==> src/rtl/state_uart_pkg.sv <==
// Shared constants, state encodings and frame byte selection for the state UART reporter.
// Optional even-parity bit per byte is enabled with STATE_UART_PARITY_EN.
package state_uart_pkg;

  localparam logic [7:0] HDR_S     = 8'h53;
  localparam logic [7:0] ASCII_0   = 8'h30;
  localparam logic [7:0] EOL       = 8'h0A;
  localparam logic [1:0] LAST_BYTE = 2'd2;

  typedef enum logic [1:0] {
    F_IDLE,
    F_LOAD,
    F_SEND
  } frame_state_e;

  typedef enum logic [2:0] {
    S_IDLE,
    S_START,
    S_DATA,
    S_PARITY,
    S_STOP
  } ser_state_e;

  // Byte idx of the report frame: 'S', ASCII digit of the snapshot, newline.
  function automatic logic [7:0] frame_byte(input logic [1:0] idx, input logic [2:0] snap);
    case (idx)
      2'd0:    frame_byte = HDR_S;
      2'd1:    frame_byte = ASCII_0 + {5'b0, snap};
      default: frame_byte = EOL;
    endcase
  endfunction

endpackage

==> src/rtl/uart_byte_tx.sv <==
// Single-byte UART serializer, LSB first, each bit held DIV clocks.
// STATE_UART_PARITY_EN inserts an even-parity bit between d7 and the stop bit.
module uart_byte_tx
  import state_uart_pkg::*;
#(
  parameter int unsigned DIV = 10
) (
  input  logic       clk,
  input  logic       reset,
  input  logic       start,
  input  logic [7:0] data,
  output logic       line,
  output logic       done,
  output logic       near_done_c
);

  localparam int unsigned CW = (DIV > 1) ? $clog2(DIV) : 1;

  ser_state_e    state_q, state_d;
  logic [CW-1:0] cnt_q, cnt_d;
  logic [2:0]    bit_q, bit_d;
  logic [7:0]    sh_q, sh_d;
  logic          line_q, line_d;
  logic          done_q;
`ifdef STATE_UART_PARITY_EN
  logic          par_q, par_d;
`endif

  logic bit_end_c;
  logic accept_c;

  assign bit_end_c   = (cnt_q == CW'(DIV - 1));
  // One cycle ahead of done so the registered pulse lands on the last stop cycle.
  assign near_done_c = (state_q == S_STOP) && (cnt_q == CW'(DIV - 2));
  // A new byte may follow the stop bit with no idle gap.
  assign accept_c    = start && ((state_q == S_IDLE) || ((state_q == S_STOP) && bit_end_c));

  always_comb begin
    state_d = state_q;
    cnt_d   = cnt_q;
    bit_d   = bit_q;
    sh_d    = sh_q;
    line_d  = line_q;
`ifdef STATE_UART_PARITY_EN
    par_d   = par_q;
`endif
    case (state_q)
      S_IDLE: begin
        cnt_d  = '0;
        line_d = 1'b1;
      end
      S_START: begin
        if (bit_end_c) begin
          cnt_d   = '0;
          state_d = S_DATA;
          bit_d   = 3'd0;
          line_d  = sh_q[0];
          sh_d    = {1'b0, sh_q[7:1]};
        end else begin
          cnt_d = cnt_q + CW'(1);
        end
      end
      S_DATA: begin
        if (bit_end_c) begin
          cnt_d = '0;
          if (bit_q == 3'd7) begin
`ifdef STATE_UART_PARITY_EN
            state_d = S_PARITY;
            line_d  = par_q;
`else
            state_d = S_STOP;
            line_d  = 1'b1;
`endif
          end else begin
            bit_d  = bit_q + 3'd1;
            line_d = sh_q[0];
            sh_d   = {1'b0, sh_q[7:1]};
          end
        end else begin
          cnt_d = cnt_q + CW'(1);
        end
      end
      S_PARITY: begin
`ifdef STATE_UART_PARITY_EN
        if (bit_end_c) begin
          cnt_d   = '0;
          state_d = S_STOP;
          line_d  = 1'b1;
        end else begin
          cnt_d = cnt_q + CW'(1);
        end
`else
        cnt_d   = '0;
        state_d = S_IDLE;
        line_d  = 1'b1;
`endif
      end
      S_STOP: begin
        if (bit_end_c) begin
          cnt_d   = '0;
          state_d = S_IDLE;
          line_d  = 1'b1;
        end else begin
          cnt_d = cnt_q + CW'(1);
        end
      end
      default: begin
        cnt_d   = '0;
        state_d = S_IDLE;
        line_d  = 1'b1;
      end
    endcase
    if (accept_c) begin
      state_d = S_START;
      cnt_d   = '0;
      line_d  = 1'b0;
      sh_d    = data;
`ifdef STATE_UART_PARITY_EN
      par_d   = ^data;
`endif
    end
  end

  always_ff @(posedge clk or negedge reset) begin
    if (!reset) begin
      state_q <= S_IDLE;
      cnt_q   <= '0;
      bit_q   <= 3'd0;
      sh_q    <= 8'h00;
      line_q  <= 1'b1;
      done_q  <= 1'b0;
`ifdef STATE_UART_PARITY_EN
      par_q   <= 1'b0;
`endif
    end else begin
      state_q <= state_d;
      cnt_q   <= cnt_d;
      bit_q   <= bit_d;
      sh_q    <= sh_d;
      line_q  <= line_d;
      done_q  <= near_done_c;
`ifdef STATE_UART_PARITY_EN
      par_q   <= par_d;
`endif
    end
  end

  assign line = line_q;
  assign done = done_q;

endmodule

==> src/rtl/state_uart_tx.sv <==
// Reports every change of the 3-bit detected state as "S<digit>\n" over UART.
// Define STATE_UART_PARITY_EN for an even-parity bit in every byte.
module state_uart_tx
  import state_uart_pkg::*;
#(
  parameter int unsigned CLK_HZ = 12000000,
  parameter int unsigned BAUD   = 9600
) (
  input  logic       clk,
  input  logic       reset,
  input  logic [2:0] state,
  input  logic       send_req,
  output logic       txd,
  output logic       busy,
  output logic       frame_done
);

  localparam int unsigned DIV = CLK_HZ / BAUD;

  frame_state_e fsm_q, fsm_d;
  logic [1:0]   idx_q, idx_d;
  logic [2:0]   snap_q, snap_d;
  logic [2:0]   reported_q, reported_d;
  logic         pending_q, pending_d;
  logic         force_q, force_d;
  logic         busy_q, busy_d;
  logic         frame_done_q, frame_done_d;

  logic         ser_start_c;
  logic [7:0]   ser_data_c;
  logic         ser_line;
  logic         ser_done;
  logic         ser_near_done_c;

  uart_byte_tx #(
    .DIV(DIV)
  ) u_byte_tx (
    .clk        (clk),
    .reset      (reset),
    .start      (ser_start_c),
    .data       (ser_data_c),
    .line       (ser_line),
    .done       (ser_done),
    .near_done_c(ser_near_done_c)
  );

  // force_q keeps a report request alive so a state that wanders back cannot cancel it.
  always_comb begin
    fsm_d        = fsm_q;
    idx_d        = idx_q;
    snap_d       = snap_q;
    reported_d   = reported_q;
    busy_d       = busy_q;
    frame_done_d = 1'b0;
    force_d      = force_q | send_req;
    pending_d    = (state != reported_q) | send_req | force_q;
    ser_start_c  = 1'b0;
    ser_data_c   = HDR_S;
    case (fsm_q)
      F_IDLE: begin
        if (pending_q) begin
          ser_start_c = 1'b1;
          busy_d      = 1'b1;
          fsm_d       = F_LOAD;
        end
      end
      F_LOAD: begin
        snap_d     = state;
        reported_d = state;
        pending_d  = send_req;
        force_d    = send_req;
        idx_d      = 2'd0;
        fsm_d      = F_SEND;
      end
      F_SEND: begin
        frame_done_d = (idx_q == LAST_BYTE) && ser_near_done_c;
        if (ser_done) begin
          if (idx_q == LAST_BYTE) begin
            busy_d = 1'b0;
            fsm_d  = F_IDLE;
          end else begin
            idx_d       = idx_q + 2'd1;
            ser_start_c = 1'b1;
            ser_data_c  = frame_byte(idx_q + 2'd1, snap_q);
          end
        end
      end
      default: fsm_d = F_IDLE;
    endcase
  end

  always_ff @(posedge clk or negedge reset) begin
    if (!reset) begin
      fsm_q        <= F_IDLE;
      idx_q        <= 2'd0;
      snap_q       <= 3'd0;
      reported_q   <= 3'd0;
      pending_q    <= 1'b0;
      force_q      <= 1'b0;
      busy_q       <= 1'b0;
      frame_done_q <= 1'b0;
    end else begin
      fsm_q        <= fsm_d;
      idx_q        <= idx_d;
      snap_q       <= snap_d;
      reported_q   <= reported_d;
      pending_q    <= pending_d;
      force_q      <= force_d;
      busy_q       <= busy_d;
      frame_done_q <= frame_done_d;
    end
  end

  assign txd        = ser_line;
  assign busy       = busy_q;
  assign frame_done = frame_done_q;

endmodule

==> config.mk <==
export PLATFORM = sky130hd
export DESIGN_NAME = state_uart_tx
export DESIGN_NICKNAME = d
export VERILOG_FILES = /design/src/rtl/state_uart_pkg.sv /design/src/rtl/uart_byte_tx.sv /design/src/rtl/state_uart_tx.sv
export SDC_FILE = /design/constraint.sdc
export NUM_CORES = 1
export LEC_CHECK = 0
export BUFFER_PORTS_ARGS = -buffer_cell sky130_fd_sc_hd__buf_2
export CAP_MARGIN = 25
export CORE_UTILIZATION = 54
export DETAILED_ROUTE_END_ITERATION = 10
export GPL_ROUTABILITY_DRIVEN = 0
export GPL_TIMING_DRIVEN = 0
export HOLD_SLACK_MARGIN = 0.12
export PLACE_DENSITY = 0.74
export SYNTH_ARGS = -nofsm -noshare
export SYNTH_HDL_FRONTEND = slang
export SYNTH_HIERARCHICAL = 1
export SYNTH_SLANG_ARGS = --single-unit
==> constraint.sdc <==
create_clock -name clk -period 1.7 [get_ports clk]
set_input_delay 0.17 -clock clk [delete_from_list [all_inputs] [get_ports clk]]
set_output_delay 0.17 -clock clk [all_outputs]
set_load 0.01 [all_outputs]
==> metrics.md <==
| Metric | Value |
|---|---|
| 1st-pass router iterations | 4 |
| Netlist Area Pre-Place | ~0.002 mm^2 |
| Die Ht | roughly 63 um |
| Min-delay src | u_byte_tx/line |
| Vias in the first global route | between 1500 and 2000 |
| Critical path class | reg -> reg |
| CTS max path bufs | 2 |
| Worst path slowest cell | dfrtp_1 |
| Io pins | 9 |
| Status | complete, but fails checks |
| Post-route DRC | 0 |
| Met2 GRT Util | between 30 and 40% |
| Worst rel slew slack | a little under half |
| Hold path cells | 2 |
| Post-synthesis compound-gate area fraction | 12.06% |
| Final Power | 3.184 mW |
| Starting Density | just under 60% |
| Hold WC Path Type | reg -> reg |
| Top_reg_cell synth | dfrtp_1 |
| Post-Synth Adder-Cell Area | 5.653% |
| RSZ-0062 raised after global routing | true |
| Failing checks | negative setup slack |
| Num CTS Buffers | 5 |
| Critical Path Sink Type | flop |
| Synth unique cells | 49 |
| Delay-heaviest family, CP | compound AO/OA/AOI/OAI gates |
| Clock sinks | 38 |
| Worst skew pair latency | 0.30 ns |
| Avg Inst Size Synth | 10.21 um^2 |
| Area delta synth->final | 23.93% |
| Layout Nets | about 240 |
| P_leak | 1.103 nW |
| Design area | 0.002469 mm^2 |
| Synth top area share | a little under half |
| ANT cells | 0 |
| Worst-path clk slew | 0.07 ns |
| Reg-to-reg endpoint | u_byte_tx/sh_q[0] |
| Register bit total from synthesis | 38 |
| Largest net degree at the start of global routing | 39 |
| Slew Limit Fails | 0 |
| XOR/XNOR Fraction of Synth Area | around 5.7% |
| Yosys top cell by area | dfrtp_1 |
| Cell count after placement | 249 |
| Max-Cap Viols | 0 |
| Ys Warns | 6 |
| WP data required | about 1.9 ns |
| DR WL/cell | about 15 um |
| Hold Fails Final Rpt | 0 |
| Reg2Reg Depth | 6 |
| Worst-path maximum fanout | 4 |
| Crit path time final | roughly 1.8 ns |
| Final worst path period share | 105.7% |
| Tot GR Track Use | about 23% |
| Mux cell area share after synthesis | between 1 and 1.5% |
| WP data arrival | between 1.5 and 2 ns |
| Post-synth EDFFs | 0 |
| Reg-to-reg startpoint | u_byte_tx/bit_q[1] |
| Main area contributors after synthesis | dfrtp_1 46%, ha_1 5.7%, nand2_1 4.7%, nor2_1 3.8%, xor2_1 3.5% |
| Tightest Pin Transition | between 0.8 and 0.9 ns |
| Bufs and invs on worst path | 0 |
| Largest family of logic cells by synthesized area | simple AND/OR/NAND/NOR gates |
| Hold EP | u_byte_tx/line |
| Detailed placer's ending HPWL | 2556 um |
| Gate Count Post-Synth | 195 |
| Overflow left after global routing | 0 |
| Cell Chain, Critical Path | ha_2 > ha_4 > nor4b_4 > o2111ai_4 > o21a_1 > a221o_1 |
| Async SR Flop Fraction | 100.0% |
| Die Area | 0.003936 mm^2 |
| Vias per std cell | around 5.6 |
| VDD IR max | 800.1 uV |
| Clock skew | 0.01059 ns |
| Row count | 21 |
| # setup viols final | 7 |
| Post-synthesis simple-gate area fraction | roughly a quarter |
| CP Launch Type | flop |
| Sequential area share after synthesis | approximately 48% |
| Clock Root Buffer | clkbuf_8 |
| Setup slack after layout | -0.09619 ns |
| H-tree depth | 2 |
| F_max | 556.7 MHz |
| Routing usage on met1 | 29.67% |
| TritonCTS clock tree | done |
| DRT iter0 DRCs | 63 |
| Syn nets | 210 |
| Initial antenna violation count | 0 |
| Core area | approximately 0.0034 mm^2 |
| Chip width | between 60 and 70 um |
| Placed Area | about 0.0021 mm^2 |
| First-pass GRT wire length | around 6900 um |
| Power Dens Cells | between 1000 and 1500 mW/mm^2 |
| Layout cells sized above 1 | a little over a quarter |
| Total Routed Length | 4069 um |
| Vias post-DR | approximately 1500 |
| DRT antenna net count | 0 |
| Layout Cells excl Fill | approximately 280 |
| Port Buf Inserts | 8 |
| Top Usage Layer GRT | met2 |
| Flop-to-flop setup slack | -0.1 ns |
| CP max stage delay | approximately 0.39 ns |
| M3 GR Usage | about 7.3% |
## timing repair
action / 4_1_cts / 5_1_grt
gates cloned: 1 / 1
endpoints found under the setup margin: 25 / 25
hold buffers: 5 / 0
pin swaps: 6 / 6
resized for setup: 12 / 6
setup buffers: 9 / 3
hold endpoints to repair: 42 / 0
## worst reg2reg max path, stage by stage, from the launching register on
cell	delay [ns]
dfrtp_1	0.39
ha_2	0.20
ha_4	0.17
nor4b_4	0.30
o2111ai_4	0.17
o21a_1	0.17
a221o_1	0.29
## area by class of cell
cell class / count / area (um^2)
Clock buffer: 6 / 82.58
Timing Repair Buffer: 26 / 187.7
Buffer: 6 / 38.79
Inverter: 12 / 45.04
Multi-Input combinational cell: 140 / 1092
Clock inverter: 2 / 12.51
Fill cell: 243 / 973.4
Tap cell: 46 / 57.56
Sequential cell: 38 / 952.2
## cell usage after synthesis (2+ instances only)
| cell | count |
|---|---|
| dfrtp_1 | 37 |
| nand2_1 | 25 |
| nor2_1 | 20 |
| inv_1 | 12 |
| ha_1 | 9 |
| xor2_1 | 8 |
| buf_2 | 6 |
| or3_1 | 6 |
| nand3_1 | 5 |
| xnor2_1 | 5 |
| and3_1 | 4 |
| o21ai_0 | 4 |
| o21ai_1 | 4 |
| nand2b_1 | 3 |
| nor3_1 | 3 |
| o221a_1 | 3 |
| a21o_1 | 2 |
| a21oi_1 | 2 |
| and2b_2 | 2 |
| mux2i_1 | 2 |
| nand4_1 | 2 |
| nor3b_2 | 2 |
| nor4_1 | 2 |
| o221a_2 | 2 |
## layer usage
layer  up-vias  part of all wire (%)
li1        744                     -
met1       767                    44
met2        25                    51
met3         5                   3.4
met4         0                   1.5
met5         -                     0
## cells by family after synthesis
| group | after synthesis |
|---|---|
| fa+ha+maj | 9 |
| simple gates | 84 |
| mux | 2 |
| flops | 38 |
| other cells | 1 |
| xor+xnor | 13 |
| buf+inv | 18 |
| compound gates | 30 |
## worst max path at each step
stage	start	slack, ns	cells after the start	endpoint
after floorplan	u_byte_tx/bit_q[1]	-0.08	6	u_byte_tx/sh_q[0]
after global placement	idx_q[0]	-0.23	7	u_byte_tx/sh_q[0]
after CTS	u_byte_tx/bit_q[0]	-0.09	6	u_byte_tx/sh_q[0]
after global routing	u_byte_tx/bit_q[1]	-0.17	6	u_byte_tx/sh_q[0]
after detailed placement	idx_q[0]	-0.32	7	u_byte_tx/sh_q[0]
final	u_byte_tx/bit_q[1]	-0.1	6	u_byte_tx/sh_q[0]
## through the flow
step           setup TNS [ns]  utilization [%]  worst slack [ns]  hold slack (ns)
3_5_place_dp           -4.188            61.40           -0.3195           0.3221
3_3_place_gp           -2.828            61.40           -0.2329           0.3021
5_1_grt                -1.509            71.72           -0.1683           0.4878
2_1_floorplan         -0.2933                -          -0.07750          -0.1256
6_report              -0.5279            71.72          -0.09619           0.4730
4_1_cts               -0.5248            69.57          -0.09347           0.4794
## state kept, by name, indices dropped and copies added, names as in the netlist, 2 cells and up
signal / cells
u_byte_tx/sh_q: 8
idx_q: 2
u_byte_tx/cnt_q: 11
u_byte_tx/state_q: 3
u_byte_tx/bit_q: 3
reported_q: 3
fsm_q: 2
## cell usage in the layout, fill, tap and decap left out, drive strengths merged, types with 3 or more instances in the layout
cell type,n
xnor2,5
dlygate4sd3,5
dfrtp,37
or3,6
nor3,3
nand2,25
clkbuf,6
nand3,5
inv,12
o21ai,9
and3,5
ha,9
o221a,5
nor2,20
nand2b,4
buf,27
xor2,8
## power breakdown
part / leakage [nW] / internal [mW] / total [mW] / switching (mW)
combinational: 0.581 / 0.618 / 1.26 / 0.644
clock: 0.0472 / 0.325 / 0.637 / 0.312
sequential: 0.474 / 1.11 / 1.28 / 0.172
No activity file was read; power rests on OpenSTA's default activity.
